## src/rtl/adder_bist_ctrl.sv

```systemverilog
// adder_bist_ctrl: built-in self-test sequencer for a 16-bit adder.
// Drives 8 directed vectors followed by NUM_RANDOM LFSR vectors, holds each
// for SETTLE_CYCLES+1 cycles, checks the 17-bit result against a reference
// and reports error count, first failing index and pass/done status.
module adder_bist_ctrl #(
  parameter int          NUM_RANDOM    = 64,
  parameter int          SETTLE_CYCLES = 2,
  parameter logic [31:0] SEED          = 32'hACE1_1234
) (
  input  logic        clk,
  input  logic        rst,
  input  logic        start,
  input  logic [15:0] sum,
  input  logic        overflow,
  output logic [15:0] a,
  output logic [15:0] b,
  output logic        carry_in,
  output logic        busy,
  output logic        done,
  output logic        pass,
  output logic [7:0]  err_count,
  output logic [15:0] first_fail_idx,
  output logic        fail_seen
);

  typedef enum logic [1:0] {S_IDLE, S_RUN, S_DONE} state_t;

  localparam logic [15:0] LP_SETTLE = 16'(SETTLE_CYCLES);
  localparam logic [16:0] LP_LAST   = 17'(7 + NUM_RANDOM);

  state_t      r_state;
  state_t      w_state_nxt;
  logic [15:0] r_a;
  logic [15:0] r_b;
  logic        r_cin;
  logic        r_busy;
  logic        r_done;
  logic        r_pass;
  logic [7:0]  r_err;
  logic [15:0] r_ffi;
  logic        r_fail;
  logic [16:0] r_vec_idx;
  logic [15:0] r_settle;
  logic [31:0] r_lfsr;

  logic        w_load0;
  logic        w_sample;
  logic        w_last;
  logic        w_mismatch;
  logic [16:0] w_ref;
  logic [16:0] w_next_idx;
  logic [31:0] w_lfsr_nxt;

  // Directed vector table, packed as {carry_in, b, a}.
  function automatic logic [32:0] f_directed(input logic [2:0] idx);
    logic [32:0] v;
    case (idx)
      3'd0:    v = {1'b0, 16'h0000, 16'h0000};
      3'd1:    v = {1'b0, 16'h0001, 16'hFFFF};
      3'd2:    v = {1'b0, 16'hFFFF, 16'hFFFF};
      3'd3:    v = {1'b1, 16'h5555, 16'hAAAA};
      3'd4:    v = {1'b0, 16'h5555, 16'hAAAA};
      3'd5:    v = {1'b0, 16'h0002, 16'hFFFF};
      3'd6:    v = {1'b1, 16'h00FF, 16'h00FF};
      default: v = {1'b0, 16'h00FF, 16'h00FF};
    endcase
    return v;
  endfunction

  // Fibonacci LFSR, taps 32,22,2,1, shifting left with feedback into bit 0.
  function automatic logic [31:0] f_lfsr_step(input logic [31:0] x);
    return {x[30:0], x[31] ^ x[21] ^ x[1] ^ x[0]};
  endfunction

  assign w_ref      = {1'b0, r_a} + {1'b0, r_b} + {16'd0, r_cin};
  assign w_mismatch = ({overflow, sum} != w_ref);
  assign w_sample   = (r_state == S_RUN) && (r_settle == LP_SETTLE);
  assign w_last     = (r_vec_idx == LP_LAST);
  assign w_next_idx = r_vec_idx + 17'd1;
  assign w_lfsr_nxt = f_lfsr_step(r_lfsr);

  // State register.
  always_ff @(posedge clk) begin
    if (rst) r_state <= S_IDLE;
    else     r_state <= w_state_nxt;
  end

  // Next-state logic; start is only honored outside RUN.
  always_comb begin
    w_state_nxt = r_state;
    w_load0     = 1'b0;
    case (r_state)
      S_IDLE, S_DONE: begin
        if (start) begin
          w_state_nxt = S_RUN;
          w_load0     = 1'b1;
        end
      end
      S_RUN: begin
        if (w_sample && w_last) w_state_nxt = S_DONE;
      end
      default: w_state_nxt = S_IDLE;
    endcase
  end

  // Vector sequencing, result checking and status registers.
  always_ff @(posedge clk) begin
    if (rst) begin
      r_a       <= 16'd0;
      r_b       <= 16'd0;
      r_cin     <= 1'b0;
      r_busy    <= 1'b0;
      r_done    <= 1'b0;
      r_pass    <= 1'b0;
      r_err     <= 8'd0;
      r_ffi     <= 16'd0;
      r_fail    <= 1'b0;
      r_vec_idx <= 17'd0;
      r_settle  <= 16'd0;
      r_lfsr    <= SEED;
    end else if (w_load0) begin
      {r_cin, r_b, r_a} <= f_directed(3'd0);
      r_busy    <= 1'b1;
      r_done    <= 1'b0;
      r_pass    <= 1'b0;
      r_err     <= 8'd0;
      r_ffi     <= 16'd0;
      r_fail    <= 1'b0;
      r_vec_idx <= 17'd0;
      r_settle  <= 16'd0;
      r_lfsr    <= SEED;
    end else if (r_state == S_RUN) begin
      if (!w_sample) begin
        r_settle <= r_settle + 16'd1;
      end else begin
        if (w_mismatch) begin
          if (r_err != 8'hFF) r_err <= r_err + 8'd1;
          if (!r_fail) begin
            r_ffi  <= r_vec_idx[15:0];
            r_fail <= 1'b1;
          end
        end
        if (w_last) begin
          // Operands are left holding the final vector.
          r_busy <= 1'b0;
          r_done <= 1'b1;
          r_pass <= !(r_fail || w_mismatch);
        end else begin
          r_vec_idx <= w_next_idx;
          r_settle  <= 16'd0;
          if (w_next_idx < 17'd8) begin
            {r_cin, r_b, r_a} <= f_directed(w_next_idx[2:0]);
          end else begin
            // The LFSR advances on the edge that loads each random vector.
            r_lfsr <= w_lfsr_nxt;
            r_a    <= w_lfsr_nxt[15:0];
            r_b    <= w_lfsr_nxt[31:16];
            r_cin  <= w_lfsr_nxt[0] ^ w_lfsr_nxt[31];
          end
        end
      end
    end
  end

  assign a              = r_a;
  assign b              = r_b;
  assign carry_in       = r_cin;
  assign busy           = r_busy;
  assign done           = r_done;
  assign pass           = r_pass;
  assign err_count      = r_err;
  assign first_fail_idx = r_ffi;
  assign fail_seen      = r_fail;

endmodule

```

## config.mk

```make
export PLATFORM = sky130hd
export DESIGN_NAME = adder_bist_ctrl
export DESIGN_NICKNAME = d
export VERILOG_FILES = /design/src/rtl/adder_bist_ctrl.sv
export SDC_FILE = /design/constraint.sdc
export NUM_CORES = 1
export LEC_CHECK = 0
export BUFFER_PORTS_ARGS = -buffer_cell sky130_fd_sc_hd__buf_2
export CORE_ASPECT_RATIO = 0.8
export CORE_MARGIN = 3
export CORE_UTILIZATION = 50
export DETAILED_ROUTE_END_ITERATION = 10
export PLACE_DENSITY_LB_ADDON = 0.05
export SLEW_MARGIN = 20
export SYNTH_ARGS = -nofsm -noshare
export SYNTH_HDL_FRONTEND = slang
export SYNTH_SLANG_ARGS = --single-unit
```

## constraint.sdc

```tcl
create_clock -name clk -period 4.13 [get_ports clk]
set_input_delay 0.2065 -clock clk [delete_from_list [all_inputs] [get_ports clk]]
set_output_delay 0.2065 -clock clk [all_outputs]
set_load 0.02 [all_outputs]
```

Word-level counts from Yosys, hierarchy flattened
Index checks and enable logic that the tools add are counted.
- word-level logic and storage cells: 76
- input port bits: 20
- register bits after elaboration: 128
- output and inout bits: 61
- reduce and logical (&&, ||, !) cells: 20
- add/sub/neg operators: 5
- eq/ne operators: 15
- muxes and demuxes: 15
- magnitude comparators: 1
- bitwise gates (word level): 7
- operators with widths (kind ; count):
    33-bit case mux with 7 select lines ; 1
    16-bit two-way mux ; 4
    16-bit by 16-bit adder with 17-bit output ; 1
    17-bit by 1-bit adder with 17-bit output ; 1
    17-bit by 1-bit adder with 17-bit output (second input constant) ; 1
    17-bit by 7-bit == test with 1-bit output (second input constant) ; 1
    17-bit by 4-bit less-than comparator with 1-bit output (second input constant) ; 1
    17-bit inequality test ; 1
    16-bit by 1-bit adder with 16-bit output (second input constant) ; 1
    16-bit by 2-bit == test with 1-bit output (second input constant) ; 1
    3-bit AND reduction ; 4
    4-bit AND reduction ; 3
    3-bit == test (second input constant) ; 3
    8-bit by 1-bit adder with 8-bit output (second input constant) ; 1
    8-bit inequality test (second input constant) ; 1
    1-bit two-way mux ; 7
    3-bit by 2-bit == test with 1-bit output (second input constant) ; 2
    2-bit inequality test (second input constant) ; 3
    2-bit nonzero test ; 3
    2-bit two-way mux ; 2
    2-bit case mux with 2 select lines ; 1
    2-bit AND reduction ; 2
    2-bit OR reduction ; 2
    1-bit XOR ; 4
    9 further kinds ; 12

Logic depth before layout (Yosys ltp)
- depth in word-level cells: 5
- mapped depth: 14
- mapped depth without buffers: 13

Least setup slack after synthesis
No wires, ideal clock.
- path type: register to register
- start point: reg r_a[0], in the netlist a[0]
- end point: reg r_pass, in the netlist pass
- required time: 4.060 ns
- stages on the path, launching flop included: 14
- setup time: 0.070 ns
- path slack: 0.709 ns
- buffers on the path: 0
- period minus slack after synthesis: 3.421 ns
- data arrival time: 3.352 ns
- cells stage by stage: dfxtp_1 -> inv_1 -> fa_1 -> inv_1 -> fa_1 -> xnor2_1 -> nand2_1 -> nor4_1 -> nand2_1 -> or4_4 -> a211oi_4 -> nand4_4 -> or3_1 -> a21oi_1
- cells in the longest elaborated chain, start to end: 5
- ends and longest elaborated chain (element ; RTL line ; source):
    from (decl) ; 33 ; logic [15:0] r_a;
    from (signal assigned) ; 122 ; {r_cin, r_b, r_a} <= f_directed(3'd0);
    from (signal assigned) ; 152 ; {r_cin, r_b, r_a} <= f_directed(w_next_idx[2:0]);
    from (signal assigned) ; 156 ; r_a <= w_lfsr_nxt[15:0];
    16-bit by 16-bit adder with 17-bit output ; 75 ; assign w_ref = {1'b0, r_a} + {1'b0, r_b} + {16'd0, r_cin};
    17-bit by 1-bit adder with 17-bit output ; 75 ;
    17-bit inequality test ; 76 ; assign w_mismatch = ({overflow, sum} != w_ref);
    1-bit logical OR ; 147 ; r_pass <= !(r_fail || w_mismatch);
    1-bit logical NOT ; 147 ;
    to (signal assigned) ; 147 ;
    to (decl) ; 38 ; logic r_pass;
No other way between the ends.
A chain may end at the register's enable or synchronous reset.

Worst setup path in the final report
- start point: reg r_a[0], in the netlist a[0]
- end point: reg r_ffi[4], in the netlist first_fail_idx[4]
- cells in the longest elaborated chain, start to end: 4
- ends and longest elaborated chain (element ; RTL line ; source):
    16-bit by 16-bit adder with 17-bit output ; 75 ;
    17-bit by 1-bit adder with 17-bit output ; 75 ;
    17-bit inequality test ; 76 ;
    4-bit AND reduction (no line) ; -- ;
    to (signal assigned) ; 139 ; r_ffi <= r_vec_idx[15:0];
    to (decl) ; 40 ; logic [15:0] r_ffi;
No other way between the ends.

==> summary.txt <==
Clock network
  • Post-CTS Setup Repair Bufs: 0
  • Clock net sink count: 128
  • Clock root cell: clkbuf_16
  • CTS tree: built
  • Post-cts gate resize count: 0
  • Clock transition at the registers of the reported paths: 0.06 ns
  • Number of buffers created by CTS: 17
  • Number of levels the H-tree was split into: 4
  • Buffer depth of the longest clock path: 2
  • Total of hold buffers inserted after clock tree synthesis: 0
  • Clock latency on the worst-skew pair: 0.41 ns

Synth
  • Count of distinct cell types in the synthesized netlist: 71
  • Number of synthesized register bits: 128
  • Async set-or-reset flop fraction in the synthesized netlist: 0
  • Post-synth top flop: dfxtp_1
  • Synth Warn #: 0
  • Netlist area before placement: 7000 µm²
  • Share of synthesized area occupied by flip-flops and latches: 0.366
  • Mapped Cells: 858
  • Dominant cells by area after synthesis: dfxtp_1, nand2_1, nor2_1
  • Avg Inst Size Synth: 8.16 µm²
  • Largest area contributor in the netlist: dfxtp_1
  • Post-synth EDFFs: 0
  • Synthesized netlist net count: 908
  • Area share of the largest cell type after synthesis: 0.366

Route
  • ANT nets after route: 0
  • Number of DRC violations after detailed-routing iteration 0: 502
  • Wire length after detailed routing: 18.9 mm
  • Vias per cell: 5.74
  • DR DRC count: 0
  • Routed via count: 6367
  • DR pass1 iterations: 5
  • Post-detailed-route wirelength per cell: 17.0 µm

Worst setup path
  • Critical Path Source Type: register
  • End of the worst register-to-register path: first_fail_idx[4]
  • Critical path arrival: 3.92 ns
  • Launch point of the critical path: a[0]
  • Crit-path slowest cell: or4_1
  • List of cells traversed by the critical path: inv_1 -> fa_1 -> inv_1 -> fa_1 -> xnor2_1 -> nand2_1 -> a2111oi_0 -> nand4_1 -> or4_1 -> nor2_2 -> a311oi_4 -> buf_4 -> mux2i_1 -> nor2_1
  • Worst r2r src: a[0]
  • Required time of the critical path: 4.41 ns
  • Crit path buffers/inverters: 3
  • Startpoint-to-endpoint class of the critical path: register to register
  • Slowest cell delay on critical path: 0.52 ns
  • Logic depth of the worst register-to-register path: 14
  • Register-to-register setup slack: 0.49 ns
  • Category of cells accounting for the largest share of critical-path delay: simple AND/OR/NAND/NOR gates
  • Element type at the critical path end: register
  • Biggest fanout along the worst timing path: 16

Power
  • Power per Cell Area: 343 nW/µm²
  • Max IR drop VDD: 0.284 mV
  • LEAKAGE: 3.29 nW

Timing
  • Final cycle utilization of the critical path: 0.882
  • Worst clock skew: 0.0138 ns
  • Maximum achievable frequency: 275 MHz
  • Slew of the pin with the lowest slew margin: 0.642 ns
  • Slew headroom: 0.572
  • Final number of hold-violating endpoints: 0
  • Unrepaired setup endpoints after global routing: false
  • Crit path time final: 3.64 ns
  • Post-Route Setup TNS: 0 ns
  • Minimum setup slack in the final design: 0.489 ns
  • Final setup fails: 0
  • Number of max-slew violations in the final report: 0

Placed design
  • Worst-case setup slack after placement: 0.586 ns
  • HPWL after detailed placement: 14.0 mm
  • Weighted congestion reported at the end of routability-driven placement: 0.925
  • Number of input and output port buffers inserted: 80

Floorplanning
  • Width of the die: 138 µm
  • Core area: 13600 µm²
  • Floorplan die area: 15500 µm²
  • Rows: 38
  • Die Y-Extent: 112 µm
  • Effective utilization at floorplan: 0.513
  • Num ports: 81

Global routing
  • GRT Overall Usage: 0.244
  • Number of global-route vias before repair: 5820
  • Wire length of the first global-routing pass: 30.9 mm
  • Pin count of the biggest net entering global routing: 48
  • Gr ovfl total: 0
  • Number of antenna violations at the first check in global routing: 0

Min path
  • Worst Hold Endpoint: r_state[1]
  • HP Class: input pin to register
  • Hold wc startpoint: rst
  • Hold depth: 2

Outcome
  • Outcome: complete, no violations

Layout
  • Filler Cell Count: 1287
  • Number of nets in the layout: 968
  • Antenna fix cells: 0
  • Area Overhead vs Synth: 14.7%
  • Most common library cell in the layout ignoring fill and taps: dfxtp_1
  • Share of post-route cells with drive strength above 1: 0.154
  • Most used cells in the layout excluding fill and tap cells: dfxtp_1, nand2_1, nor2_1, buf_2, a21oi_1

Flow run
  • # Max-Cap Violations: 0
[registers in the layout, indices dropped and copies added (netlist names), 2 cells and up]
signal	count
b	16
r_vec_idx	17
r_settle	16
r_state	2
a	16
first_fail_idx	16
err_count	8
r_lfsr	32
[power by group]
part / internal, mW / total (mW) / leakage (nW) / switching (mW)
Sequential: 1.24 / 1.24 / 1.03 / 0.00353
Clock: 0.845 / 1.40 / 0.263 / 0.560
Combinational: 0.0328 / 0.106 / 1.99 / 0.0729
[how the worst max path moves through the flow]
stage,endpoint,cells after the start
floorplan,pass,13
global placement,first_fail_idx[0],14
detailed placement,first_fail_idx[4],14
CTS,first_fail_idx[4],14
global route,pass,13
finish,first_fail_idx[4],14
[per-layer routing]
layer  vias to the layer above  track usage  part of all wire
li1                       3134            -                 -
met1                      3033        0.374              0.52
met2                       180        0.353              0.42
met3                        20       0.0481             0.055
met4                         0       0.0546             0.011
met5                         -            0                 0
[per-stage QoR]
| stage | hold WS [ns] | std cells | total power [mW] | area (µm²) | utilization |
|---|---|---|---|---|---|
| 6_report | 0.0387 | 1110 | 2.75 | 8030 | 0.588 |
| 3_5_place_dp | 0.444 | 1079 | 1.37 | 7470 | 0.548 |
| 4_1_cts | 0.0302 | 1110 | 2.77 | 8030 | 0.588 |
| 3_3_place_gp | 0.441 | 1079 | 1.37 | 7470 | 0.548 |
| 5_1_grt | 0.0485 | 1110 | 2.84 | 8030 | 0.588 |
| 2_1_floorplan | 0.276 | 858 | 1.34 | 7000 | - |
[final cells by class]
cell class                 count  area (µm²)  share of cell area
multi-input combinational    667        4160               0.518
timing repair buffer          90         475              0.0592
clock inverter                11         106              0.0132
clock buffer                  20         447              0.0556
tap                          180         225              0.0281
sequential                   128        2560               0.319
inverter                      14        52.6             0.00655
[cells in the mapped netlist, types with 4 or more instances]
cell        n
dfxtp_1   128
a21oi_1    67
o21ai_0    26
and2_1      7
a21o_1      8
xor2_1     32
buf_2       5
o21a_1      4
nand4_1    17
nor2b_1     7
a211oi_1    4
or3_1      13
nor4_1      5
nand3_1    40
mux2i_1    23
nor3_1     29
inv_1      14
nand2_1   126
ha_1       28
and4_1     10
nor2_1     95
or4_1       5
a31oi_1     4
o211ai_1    5
clkbuf_1   40
xnor2_1    30
nand2b_1   13
and3_1      9
[cells by family after synthesis]
logic type | after synthesis | share of synthesized area
flops | 128 | 0.366
fa+ha+maj | 30 | 0.0558
mux | 24 | 0.0345
simple gates | 394 | 0.272
xor+xnor | 62 | 0.0776
buf+inv | 63 | 0.0420
compound gates | 157 | 0.152
(Power assumes the default switching activity.)
